`src/rtl/scan_led_mux_pkg.sv`:
```
// Shared constants and the hex-to-seven-segment table for the multiplexed display scanner.
package scan_led_pkg;

  localparam int SEG_A  = 0;
  localparam int SEG_B  = 1;
  localparam int SEG_C  = 2;
  localparam int SEG_D  = 3;
  localparam int SEG_E  = 4;
  localparam int SEG_F  = 5;
  localparam int SEG_G  = 6;
  localparam int SEG_DP = 7;

  localparam logic [3:0] BRIGHT_FULL = 4'd15;

  // Active-high segments {g,f,e,d,c,b,a}; lower-case b and d keep them distinct from 8 and 0.
  function automatic logic [6:0] hex7(input logic [3:0] v);
    logic [6:0] s;
    unique case (v)
      4'h0: s = 7'h3F;
      4'h1: s = 7'h06;
      4'h2: s = 7'h5B;
      4'h3: s = 7'h4F;
      4'h4: s = 7'h66;
      4'h5: s = 7'h6D;
      4'h6: s = 7'h7D;
      4'h7: s = 7'h07;
      4'h8: s = 7'h7F;
      4'h9: s = 7'h6F;
      4'hA: s = 7'h77;
      4'hB: s = 7'h7C;
      4'hC: s = 7'h39;
      4'hD: s = 7'h5E;
      4'hE: s = 7'h79;
      4'hF: s = 7'h71;
    endcase
    return s;
  endfunction

endpackage

```
`src/rtl/scan_led_mux_if.sv`:
```
// Bundle between the readout logic (master) and the display scanner (slave).
interface scan_led_mux_if #(
  parameter int N_DIGITS = 8
);
  logic                  en;
  logic [4*N_DIGITS-1:0] digits;
  logic [N_DIGITS-1:0]   dp;
  logic                  lz_en;
  logic [3:0]            bright;
  logic [N_DIGITS-1:0]   scan;
  logic [3:0]            seg;
  logic [7:0]            seg7;
  logic                  frame_tick;

  modport master (
    output en, digits, dp, lz_en, bright,
    input  scan, seg, seg7, frame_tick
  );

  modport slave (
    input  en, digits, dp, lz_en, bright,
    output scan, seg, seg7, frame_tick
  );
endinterface

```
`src/rtl/scan_led_mux_seg7_decode.sv`:
```
// Combinational hex digit to seven-segment pattern decoder.
module seg7_decode
  import scan_led_pkg::*;
(
  input  logic [3:0] hex,
  output logic [6:0] segs
);
  always_comb segs = hex7(hex);
endmodule

```
`src/rtl/scan_led_mux.sv`:
```
// Time-multiplexed hex display scanner: per-frame input snapshot, blanking, PWM dimming,
// leading-zero suppression and registered digit/segment outputs.
module scan_led_mux
  import scan_led_pkg::*;
#(
  parameter int N_DIGITS = 8,
  parameter int DIV      = 1000,
  parameter int BLANK    = 4
) (
  input logic           clk,
  input logic           rst,
  scan_led_mux_if.slave bus
);
  localparam int SW = $clog2(DIV);
  localparam int IW = ($clog2(N_DIGITS) < 1) ? 1 : $clog2(N_DIGITS);
  localparam logic [SW-1:0] SLOT_LAST = SW'(DIV - 1);
  localparam logic [SW-1:0] SLOT_ON   = SW'(BLANK);
  localparam logic [SW-1:0] SLOT_PRE  = SW'(BLANK - 1);
  localparam logic [IW-1:0] IDX_LAST  = IW'(N_DIGITS - 1);
  localparam logic [3:0]    PWM_LAST  = 4'd14;
  localparam logic [N_DIGITS-1:0] LEFT_ONLY = {1'b1, {(N_DIGITS-1){1'b0}}};

  logic [SW-1:0]         slot_cnt;
  logic [IW-1:0]         idx;
  logic [3:0]            pwm_cnt;
  logic [4*N_DIGITS-1:0] snap_digits;
  logic [N_DIGITS-1:0]   snap_dp;
  logic                  snap_lz;
  logic [3:0]            snap_bright;

  logic [N_DIGITS-1:0] zero_prefix;
  logic [3:0]          cur_digit;
  logic [6:0]          cur_segs;
  logic                suppress;
  logic                lit;
  logic                slot_end;
  logic                frame_start;

  // zero_prefix[i] is set when digits 0..i are all zero; the last digit never qualifies.
  always_comb begin
    logic all_zero;
    all_zero    = 1'b1;
    zero_prefix = '0;
    for (int i = 0; i < N_DIGITS - 1; i++) begin
      all_zero       = all_zero && (snap_digits[4*i +: 4] == 4'd0);
      zero_prefix[i] = all_zero;
    end
  end

  assign cur_digit   = snap_digits[4*int'(idx) +: 4];
  assign suppress    = snap_lz && zero_prefix[idx];
  assign lit         = (snap_bright == BRIGHT_FULL) || (pwm_cnt < snap_bright);
  assign slot_end    = (slot_cnt == SLOT_LAST);
  assign frame_start = bus.en && (idx == '0) && (slot_cnt == '0);

  seg7_decode u_decode (
    .hex  (cur_digit),
    .segs (cur_segs)
  );

  always_ff @(posedge clk or posedge rst) begin
    if (rst) begin
      slot_cnt <= '0;
      idx      <= '0;
      pwm_cnt  <= '0;
    end else if (!bus.en) begin
      slot_cnt <= '0;
      idx      <= '0;
      pwm_cnt  <= '0;
    end else begin
      slot_cnt <= slot_end ? '0 : slot_cnt + 1'b1;
      if (slot_end) idx <= (idx == IDX_LAST) ? '0 : idx + 1'b1;
      // Restarting just before the ON phase makes every slot's PWM pattern identical.
      if (slot_cnt == SLOT_PRE) pwm_cnt <= '0;
      else                      pwm_cnt <= (pwm_cnt == PWM_LAST) ? '0 : pwm_cnt + 1'b1;
    end
  end

  always_ff @(posedge clk or posedge rst) begin
    if (rst) begin
      snap_digits <= '0;
      snap_dp     <= '0;
      snap_lz     <= 1'b0;
      snap_bright <= '0;
    end else if (frame_start) begin
      snap_digits <= bus.digits;
      snap_dp     <= bus.dp;
      snap_lz     <= bus.lz_en;
      snap_bright <= bus.bright;
    end
  end

  // While disabled the segment bus keeps its last pattern; only the digit enables go dark.
  always_ff @(posedge clk or posedge rst) begin
    if (rst) begin
      bus.scan       <= '0;
      bus.seg        <= '0;
      bus.seg7       <= '0;
      bus.frame_tick <= 1'b0;
    end else begin
      bus.frame_tick <= bus.en && slot_end && (idx == IDX_LAST);
      if (!bus.en) begin
        bus.scan <= '0;
      end else begin
        bus.scan               <= ((slot_cnt >= SLOT_ON) && lit) ? (LEFT_ONLY >> idx) : '0;
        bus.seg                <= suppress ? 4'd0 : cur_digit;
        bus.seg7[SEG_DP]       <= snap_dp[idx];
        bus.seg7[SEG_G:SEG_A]  <= suppress ? 7'd0 : cur_segs;
      end
    end
  end

endmodule
```
`src/flat_wrapper.sv`:
```
// flat-port wrapper written by rule: the top's interface ports become plain ports
module scan_led_mux_flat import scan_led_pkg::*;
#(
  parameter int N_DIGITS = 8,
  parameter int DIV      = 1000,
  parameter int BLANK    = 4
)
  (clk, rst, bus_en, bus_digits, bus_dp, bus_lz_en, bus_bright, bus_scan, bus_seg, bus_seg7, bus_frame_tick);
  scan_led_mux_if #(.N_DIGITS(N_DIGITS)) bus_i ();
  input logic clk;
  input logic rst;
  input wire logic [$bits(bus_i.en)-1:0] bus_en;
  input wire logic [$bits(bus_i.digits)-1:0] bus_digits;
  input wire logic [$bits(bus_i.dp)-1:0] bus_dp;
  input wire logic [$bits(bus_i.lz_en)-1:0] bus_lz_en;
  input wire logic [$bits(bus_i.bright)-1:0] bus_bright;
  output wire logic [$bits(bus_i.scan)-1:0] bus_scan;
  output wire logic [$bits(bus_i.seg)-1:0] bus_seg;
  output wire logic [$bits(bus_i.seg7)-1:0] bus_seg7;
  output wire logic [$bits(bus_i.frame_tick)-1:0] bus_frame_tick;
  assign bus_i.en = bus_en;
  assign bus_i.digits = bus_digits;
  assign bus_i.dp = bus_dp;
  assign bus_i.lz_en = bus_lz_en;
  assign bus_i.bright = bus_bright;
  assign bus_scan = bus_i.scan;
  assign bus_seg = bus_i.seg;
  assign bus_seg7 = bus_i.seg7;
  assign bus_frame_tick = bus_i.frame_tick;
  scan_led_mux #(.N_DIGITS(N_DIGITS), .DIV(DIV), .BLANK(BLANK)) u_core (.clk(clk), .rst(rst), .bus(bus_i));
endmodule
```
`config.mk`:
```
export PLATFORM = sky130hd
export DESIGN_NAME = scan_led_mux_flat
export DESIGN_NICKNAME = d
export VERILOG_FILES = /design/src/rtl/scan_led_mux_pkg.sv /design/src/rtl/scan_led_mux_if.sv /design/src/rtl/scan_led_mux_seg7_decode.sv /design/src/rtl/scan_led_mux.sv /design/src/flat_wrapper.sv
export SDC_FILE = /design/constraint.sdc
export NUM_CORES = 1
export LEC_CHECK = 0
export ABC_AREA = 1
export ABC_CLOCK_PERIOD_IN_PS = 6200
export CORE_ASPECT_RATIO = 1.4
export CORE_MARGIN = 10
export CORE_UTILIZATION = 30
export CTS_CLUSTER_DIAMETER = 150
export CTS_CLUSTER_SIZE = 24
export DETAILED_ROUTE_END_ITERATION = 7
export PLACE_DENSITY = 0.46
export SYNTH_ARGS = -nofsm -noshare
export SYNTH_HDL_FRONTEND = slang
export SYNTH_SLANG_ARGS = --single-unit
```
`constraint.sdc`:
```
create_clock -name clk -period 6.2 [get_ports clk]
set_input_delay 0.93 -clock clk [delete_from_list [all_inputs] [get_ports clk]]
set_output_delay 0.93 -clock clk [all_outputs]
set_load 0.01 [all_outputs]
```
## Word-level counts from Yosys, hierarchy flattened

Memories as Yosys holds them, arrays and structs flattened.
Cells that the tools add are included.

| cells by class | value |
|---|---|
| $add $sub $neg | 3 |
| order comparisons | 3 |
| equality and inequality tests | 6 |
| shifts and indexed selects | 2 |
| multiplexer cells | 16 |
| reductions and logical operators | 22 |

Operators by type and width:

| operator | number |
|---|---|
| $shiftx A32 B6 Y4 | 1 |
| $logic_not A4 Y1 | 7 |
| $mux W10 | 2 |
| $mux W4 | 4 |
| $mux W8 | 2 |
| $logic_and A1 B1 Y1 | 12 |
| $add A10 B1 Y10 const B | 1 |
| $eq A10 B10 Y1 const B | 1 |
| $eq A10 B2 Y1 const B | 1 |
| $ge A10 B3 Y1 const B | 1 |
| $logic_not A10 Y1 | 1 |
| $mux W3 | 3 |
| $eq A4 B4 Y1 const B | 2 |
| $shr A8 B3 Y8 const A | 1 |
| $mux W7 | 1 |
| $bmux W1 S3 | 2 |
| $add A4 B1 Y4 const B | 1 |
| $lt A3 B4 Y1 const B | 1 |
| $lt A4 B4 Y1 | 1 |
| $add A3 B1 Y3 const B | 1 |
| $eq A3 B3 Y1 const B | 1 |
| $logic_not A3 Y1 | 1 |
| $mux W1 | 2 |
| $ne A2 B1 Y1 const B | 1 |
| $logic_or A1 B1 Y1 | 1 |

| storage, ports and cells | value |
|---|---|
| flip-flop bits (word level) | 83 |
| ROM bits | 112 |
| input port bits | 48 |
| output and inout port bits | 21 |
| word-level logic and storage cells | 64 |
| memories kept | 1 |

Memories:

| memory | depth | bits a word | rd ports | clocked after Yosys merged registers in | wr ports | line | source |
|---|---|---|---|---|---|---|---|
| (name not given) | 16 | 7 | 1 | 0 | 0 | scan_led_mux_pkg.sv:18 | `unique case (v)` |

## Depth between registers and ports, before layout

Gate-level depths: netlist (run 1).

| logic depth | value |
|---|---|
| depth in word-level cells | 11 |
| gate-level depth with buffers | 16 |
| mapped depth without buffers | 14 |

## Modules after synthesis

A second synthesis (run 1) with hierarchy kept.

| unflattened totals | value |
|---|---|
| cell total of the unflattened synthesis | 585 |
| area total of the unflattened synthesis | 4460.5 um^2 |

By module, submodules not included:

| module | times used | cells an instance | area each (um^2) | seq. area each (um^2) |
|---|---|---|---|---|
| scan_led_mux | 1 | 533 | 4184.0 | 2077.0 |
| seg7_decode | 1 | 52 | 276.5 | 0.0 |

## Least setup slack after synthesis (run 1)

Ideal clock, no wire load.

| timing | value |
|---|---|
| kind | in2reg |
| from | input port bus_en |
| to | register u_core.snap_digits[17] |
| library setup time | 0.133 ns |
| arrival time | 1.752 ns |
| required time | 6.067 ns |
| slack | 4.315 ns |
| stages | 7 |
| path buffers | 2 |
| cells stage by stage | buf_4 > inv_1 > nor2_2 > nand4_4 > clkbuf_1 > nand2_1 > o21ai_0 |

| between the ends | value |
|---|---|
| word-level cells in the longest chain between the ends | 2 |

Ends and longest elaborated chain:

| element | line | source |
|---|---|---|
| start: declaration | flat_wrapper.sv:12 | `input wire logic [$bits(bus_i.en)-1:0] bus_en;` |
| $logic_and A1 B1 Y1 (2 in a row) | scan_led_mux.sv:54 | `assign frame_start = bus.en && (idx == '0) && (slot_cnt == '0);` |
| end signal: assignment | scan_led_mux.sv:86 | `snap_digits <= bus.digits;` |
| end: declaration | scan_led_mux.sv:26 | `logic [4*N_DIGITS-1:0] snap_digits;` |

No other way between the ends.
A chain may end at the register's enable or synchronous reset.

## Worst setup path after layout (run 1)

| timing | value |
|---|---|
| from | input port bus_en |
| to | register u_core.snap_digits[30] |

The elaborated chain is that of the path after synthesis.

==> impl_results.md, run 1 <==
* Status: complete, no violations
* Post-DP Area at 5190 sq um
* Gr ovfl total at 0
* Die Ht at 163 um
* Routed WL at 10300 um
* Post-layout util at 38.2%
* Clock sink count at 83
* Avg Synthesized Cell Area at 7.84 sq um
* Gate power share at 21.2%
* Fmax at 0.291 GHz
* Busiest grt layer: met2
* Count of final hold-check violations at 0
* Synthesized Nets at 628
* Die Area at 20000 sq um
* Vias in the first global route at 3582
* Crit path required time at 6.41 ns
* Internal at 1.16 mW
* CTS Buffer Depth at 2
* DRT iter0 DRCs at 151
* Ys Warns at 0
* Setup crit end kind: flop
* Top cell type's share of synthesized area at 47.2%
* Worst-case vdd ir drop at 0.000136 V
* GR Util met1 at 13.3%
* CTS Buf Count at 9
* Power density over cell area at 293 nW/um^2
* Count of nets after finishing at 687
* Detailed Routing Iterations Pass 1 at 6
* Setup CP Type: in -> reg
* PostCTS Resize Cnt at 0
* Hold-fix buffers at CTS at 0
* Design Area, Final at 5520 sq um
* Share of power burned in registers at 42.8%
* RSZ-0062 raised after global routing: no
* Antenna violations before repair at 0
* Worst-path clk slew at 0.06 ns
* DP Wirelength at 7700 um
* Cell variety after synth at 33
* Clk network pwr share at 36.0%
* Largest net degree at the start of global routing at 91
* Area delta synth->final at 25.4%
* Setup violations, final at 0
* GP Congestion at 0.810
* Pins Over Slew Limit at 0
* Vias post-DR at 3538
* Seq/Total Area, Yosys at 47.2%
* Clk_lat worst skew at 0.33 ns
* Yosys reg bits at 83
* Port Buf Inserts at 68
* ANT cells at 0
* Arrival @ worst endpoint at 3.65 ns
* Post-synth EDFFs at 0
* Final Critical Period at 3.44 ns
* WL/cell at 12.7 um
* Post-route DRC at 0
* Post-CTS setup buffers at 0
* Psw at 463 uW
* Mapped Area at 4400 sq um
* CTS tree: yes
* All-layer global routing usage at 10.6%
* Num rows at 52
* Final Skew at 0.00473 ns
* Count leader, synth: nand2_1
* Syn Inst Count at 562
* ANT nets after route at 0
* Post-synth top flop: dfrtp_1
* Non-filler cells, final at 814
* GR Util met2 at 17.0%
* Worst R2R Setup Slack at 3.31 ns
* Synth async-reset ratio at 100%
* Initial core utilization at 30.5%
* Max-cap viol count at 0
* Post-route setup TNS at 0 ns
* CTS H-tree lvls at 3
* Leak at 2.71 nW
* Clk root buf: clkbuf_16
* Largest cells by area after synthesis: dfrtp_1 47%, nand2_1 12%, inv_1 7.4%, o21ai_0 6.5%, ha_1 5.1%
* First-pass GRT wire length at 17300 um
* Actual slew at the worst max-slew pin at 1.09 ns
* Met3 usage at 2.83%
* Via density at 4.35
* Worst slew margin relative to its limit at 27.6%
* Hold crit path type: reg -> reg
* CP max FO at 90
* Sw Ratio at 28.6%
* Fillers at 1553
* Synth area leader: dfrtp_1
* Die W at 122 um
* Synth top cells by count: 145 x nand2_1, 87 x inv_1, 83 x dfrtp_1, 57 x o21ai_0, 44 x nor2_1
* # IOs at 69
* CP startpoint kind: primary input
* Fraction of layout cells with a size suffix above 1 at 7.20%
* Placed Cells at 799
* Core area at 14400 sq um
* Period utilisation layout at 55.5%
[registers in the layout, summed over array words and instances (netlist names)]
name                   cells
u_core.snap_dp             8
u_core.bus.seg             4
u_core.bus.seg7            8
u_core.slot_cnt           10
u_core.snap_bright         4
u_core.bus.scan            8
u_core.pwm_cnt             4
u_core.bus.frame_tick      1
u_core.snap_lz             1
u_core.idx                 3
u_core.snap_digits        32
[stage by stage]
| step | power [mW] | hold WS, ns | setup WS, ns |
|---|---|---|---|
| 2_1_floorplan | 0.909 | 0.448 | 3.13 |
| 3_3_place_gp | 1.05 | 0.465 | 2.53 |
| 3_5_place_dp | 1.05 | 0.472 | 2.36 |
| 4_1_cts | 1.65 | 0.487 | 2.72 |
| 5_1_grt | 1.72 | 0.510 | 2.38 |
| 6_report | 1.62 | 0.483 | 2.76 |
[power groups by stage]
| stage | clock network [mW] | registers (mW) | logic, mW |
|---|---|---|---|
| finish | 0.583 | 0.692 | 0.344 |
| global route | 0.620 | 0.706 | 0.395 |
| CTS | 0.602 | 0.694 | 0.351 |
| detailed placement | 0 | 0.703 | 0.349 |
| global placement | 0 | 0.703 | 0.343 |
| floorplan | 0 | 0.694 | 0.215 |
[routing by layer]
layer | wire [um] | up-vias
met5 | 0 | -
met4 | 159 | 0
met3 | 493 | 9
met2 | 4850 | 59
met1 | 4820 | 1603
li1 | - | 1867
[path summary, 6_finish.rpt]
path / cells after the start / start / endpoint
worst min register to register: 2 / u_core.bus.seg7[5]$_DFFE_PP0P_ / u_core.bus.seg7[5]$_DFFE_PP0P_
min in group asynchronous: 3 / rst / u_core.slot_cnt[4]$_DFF_PP0_
worst max register to register: 4 / u_core.idx[0]$_DFFE_PP0P_ / u_core.snap_digits[30]$_DFFE_PP0P_
worst min-delay path: 2 / u_core.bus.seg7[5]$_DFFE_PP0P_ / u_core.bus.seg7[5]$_DFFE_PP0P_
worst max-delay path: 5 / bus_en / u_core.snap_digits[30]$_DFFE_PP0P_
max in group asynchronous: 3 / rst / u_core.snap_digits[15]$_DFFE_PP0P_
[cell usage in the layout (no fill, tap or decap), types with 8 or more instances in the layout]
cell	count
clkbuf_16	9
nor2_1	44
ha_1	18
nand2_2	8
clkdlybuf4s50_1	68
a21oi_1	8
nand3_1	28
dfrtp_1	83
o21ai_0	57
nand2_1	145
inv_1	86
o21ai_1	11
nor3_1	16
[cell type report]
cell class                      count  area, sq um  area share (%)
Multi-Input combinational cell    364         1830            33.2
Clock buffer                       11          253            4.58
Timing Repair Buffer               69          688            12.5
Tap cell                          189          236            4.28
Inverter                           94          359            6.50
Sequential cell                    83         2080            37.6
Clock inverter                      4         73.8            1.34
[kinds of logic after synthesis]
kind of cell | share of synthesized area, %
flip-flops | 47.2
buffers and inverters | 11.2
adder cells (fa/ha/maj) | 5.11
AND/OR/NAND/NOR | 26.4
XOR/XNOR | 0.398
AO/OA/AOI/OAI | 9.74
[critical path, stage by stage]
cell             delay [ns]
clkdlybuf4s50_1        0.70
inv_1                  0.36
nor2_2                 0.28
nand4_4                0.83
o21ai_0                0.49
Note: power is estimated with default switching activity, not from simulation.
==> run 2: changes to the inputs <==
--- a/config.mk
+++ b/config.mk
@@ -6,14 +6,14 @@
 export NUM_CORES = 1
 export LEC_CHECK = 0
 export ABC_AREA = 1
-export ABC_CLOCK_PERIOD_IN_PS = 6200
+export ABC_CLOCK_PERIOD_IN_PS = 2800
 export CORE_ASPECT_RATIO = 1.4
 export CORE_MARGIN = 10
 export CORE_UTILIZATION = 30
 export CTS_CLUSTER_DIAMETER = 150
 export CTS_CLUSTER_SIZE = 24
 export DETAILED_ROUTE_END_ITERATION = 7
-export PLACE_DENSITY = 0.46
+export PLACE_DENSITY = 0.47
 export SYNTH_ARGS = -nofsm -noshare
 export SYNTH_HDL_FRONTEND = slang
 export SYNTH_SLANG_ARGS = --single-unit
==> constraint.sdc (replaced) <==
create_clock -name clk -period 2.8 [get_ports clk]
set_input_delay 0.42 -clock clk [delete_from_list [all_inputs] [get_ports clk]]
set_output_delay 0.42 -clock clk [all_outputs]
set_load 0.01 [all_outputs]
==> impl_results.md, run 2 (same netlist as run 1, synthesis figures left out) <==
* Leak at 2.73 nW
* Hold-fix buffers at CTS at 0
* Routed WL at 10500 um
* Status: complete, no violations
* Gate power share at 21.5%
* Arrival @ worst endpoint at 2.43 ns
* CTS Buffer Depth at 2
* Pins Over Slew Limit at 0
* Vias post-DR at 3654
* All-layer global routing usage at 11.0%
* Design Area, Final at 5550 sq um
* Final Critical Period at 2.24 ns
* Worst hold slack at 0.439 ns
* Total power at 3.55 mW
* Crit-path cells: inv_2 -> ha_1 -> nand4_4 -> buf_4 -> o21ai_0
* Setup CP Type: reg -> reg
* Reg with most FFs: u_core.snap_digits
* Core area at 14400 sq um
* CTS Buf Count at 9
* Vias in the first global route at 3772
* CP startpoint kind: flop
* Psw at 1.03 mW
* Port Buf Inserts at 68
* ANT cells at 0
* Detailed Routing Iterations Pass 1 at 4
* Place WS at 0.566 ns
* Clk root buf: clkbuf_16
* Post-route DRC at 0
* Actual slew at the worst max-slew pin at 0.739 ns
* Worst slew margin relative to its limit at 50.7%
* Setup violations, final at 0
* Crit path required time at 2.99 ns
* Regs by FF count: u_core.snap_digits (32), u_core.slot_cnt (10)
* DRT iter0 DRCs at 203
* RSZ-0062 raised after global routing: no
* First-pass GRT wire length at 18100 um
* Largest net degree at the start of global routing at 91
* Internal at 2.51 mW
* Die W at 122 um
* Die Area at 20000 sq um
* Largest register FFs at 32
* Fraction of layout cells with a size suffix above 1 at 7.78%
* Count of final hold-check violations at 0
* Clock sink count at 83
* Antenna violations before repair at 0
* Hold crit path type: in -> async
* Period utilisation layout at 80.1%
* Post-route setup TNS at 0 ns
* CTS H-tree lvls at 3
* WL/cell at 12.8 um
* GP Congestion at 0.867
* Via density at 4.46
* Critical Path Max Stage Delay at 0.65 ns
* Share of power burned in registers at 43.4%
* Die Ht at 163 um
* Worst-path clk slew at 0.06 ns
* Worst path bufs/invs at 2
* Area delta synth->final at 26.1%
* Count of nets after finishing at 692
* DP Wirelength at 8000 um
* Post-CTS setup buffers at 0
* ANT nets after route at 0
* Post-DP Area at 5250 sq um
* Power density over cell area at 639 nW/um^2
* Sw Ratio at 29.1%
* Gr ovfl total at 0
* Commonest non-fill, non-tap cell in the layout: nand2_1
* CP max FO at 90
* Clk_lat worst skew at 0.33 ns
* Most frequent cells in the layout: 145 x nand2_1, 86 x inv_1, 83 x dfrtp_1
* Fmax at 0.446 GHz
* Final Skew at 0.00597 ns
* Max-cap viol count at 0
* Setup crit end kind: flop
* Num rows at 52
* Slowest cell on crit path: dfrtp_1
* Clk network pwr share at 35.1%
* PostCTS Resize Cnt at 0
* Delay-heaviest family, CP: buffers and inverters
* Initial core utilization at 30.5%
* Setup ws final at 0.556 ns
* # IOs at 69
* Worst-case vdd ir drop at 0.000241 V
* CTS tree: yes
==> run 2: cell types whose count changed in the layout (fill, tap and decap cells not counted), sizes merged <==
cell | before | now
buf | 1 | 6
clkinv | 3 | 4
clkbuf | 11 | 10
==> run 2: worst paths after layout <==
path                                                    start                            endpoint  slack (ns)  depth (start not counted)
worst max-delay path                u_core.idx[1]$_DFFE_PP0P_  u_core.snap_digits[23]$_DFFE_PP0P_        0.56                          5
worst min-delay path                                      rst        u_core.bus.scan[4]$_DFF_PP0_        0.44                          2
worst max register to register      u_core.idx[1]$_DFFE_PP0P_  u_core.snap_digits[23]$_DFFE_PP0P_        0.56                          5
worst min register to register  u_core.bus.seg[3]$_DFFE_PP0P_       u_core.bus.seg[3]$_DFFE_PP0P_        0.48                          2
max in group asynchronous                                 rst  u_core.snap_digits[25]$_DFFE_PP0P_        1.66                          3
min in group clk                u_core.bus.seg[3]$_DFFE_PP0P_       u_core.bus.seg[3]$_DFFE_PP0P_        0.48                          2
==> run 2: metal layers <==
| layer | track usage [%] | vias to the layer above | wire length, um |
|---|---|---|---|
| met2 | 17.9 | 80 | 5030 |
| li1 | - | 1883 | - |
| met1 | 13.7 | 1678 | 4810 |
| met4 | 4.19 | 0 | 180 |
| met5 | 0 | - | 0 |
| met3 | 2.87 | 13 | 486 |
==> run 2: metrics by stage <==
step	util, %	std cells
after floorplan	-	562
after detailed placement	36.3	804
after global routing	38.4	819
final	38.4	819
after global placement	36.3	804
after CTS	38.4	819
==> run 2: layout make-up <==
cell class,instances,area [sq um]
multi-input cells,364,1830
inverters,94,359
well taps,189,236
clock buffers,10,229
flip-flops and latches,83,2080
fillers,1538,8890
clock inverters,5,78.8
repair buffers,74,738
==> run 2: power groups by stage <==
stage | clock [mW] | sequential (mW) | combinational [mW]
CTS | 1.29 | 1.54 | 0.780
global placement | 0 | 1.56 | 0.772
detailed placement | 0 | 1.56 | 0.778
global route | 1.34 | 1.57 | 0.891
finish | 1.25 | 1.54 | 0.764
floorplan | 0 | 1.54 | 0.476
==> run 2: worst reg2reg max path, stage by stage (launching register included) <==
cell	delay (ns)
dfrtp_1	0.65
inv_2	0.26
ha_1	0.30
nand4_4	0.10
buf_4	0.58
o21ai_0	0.21
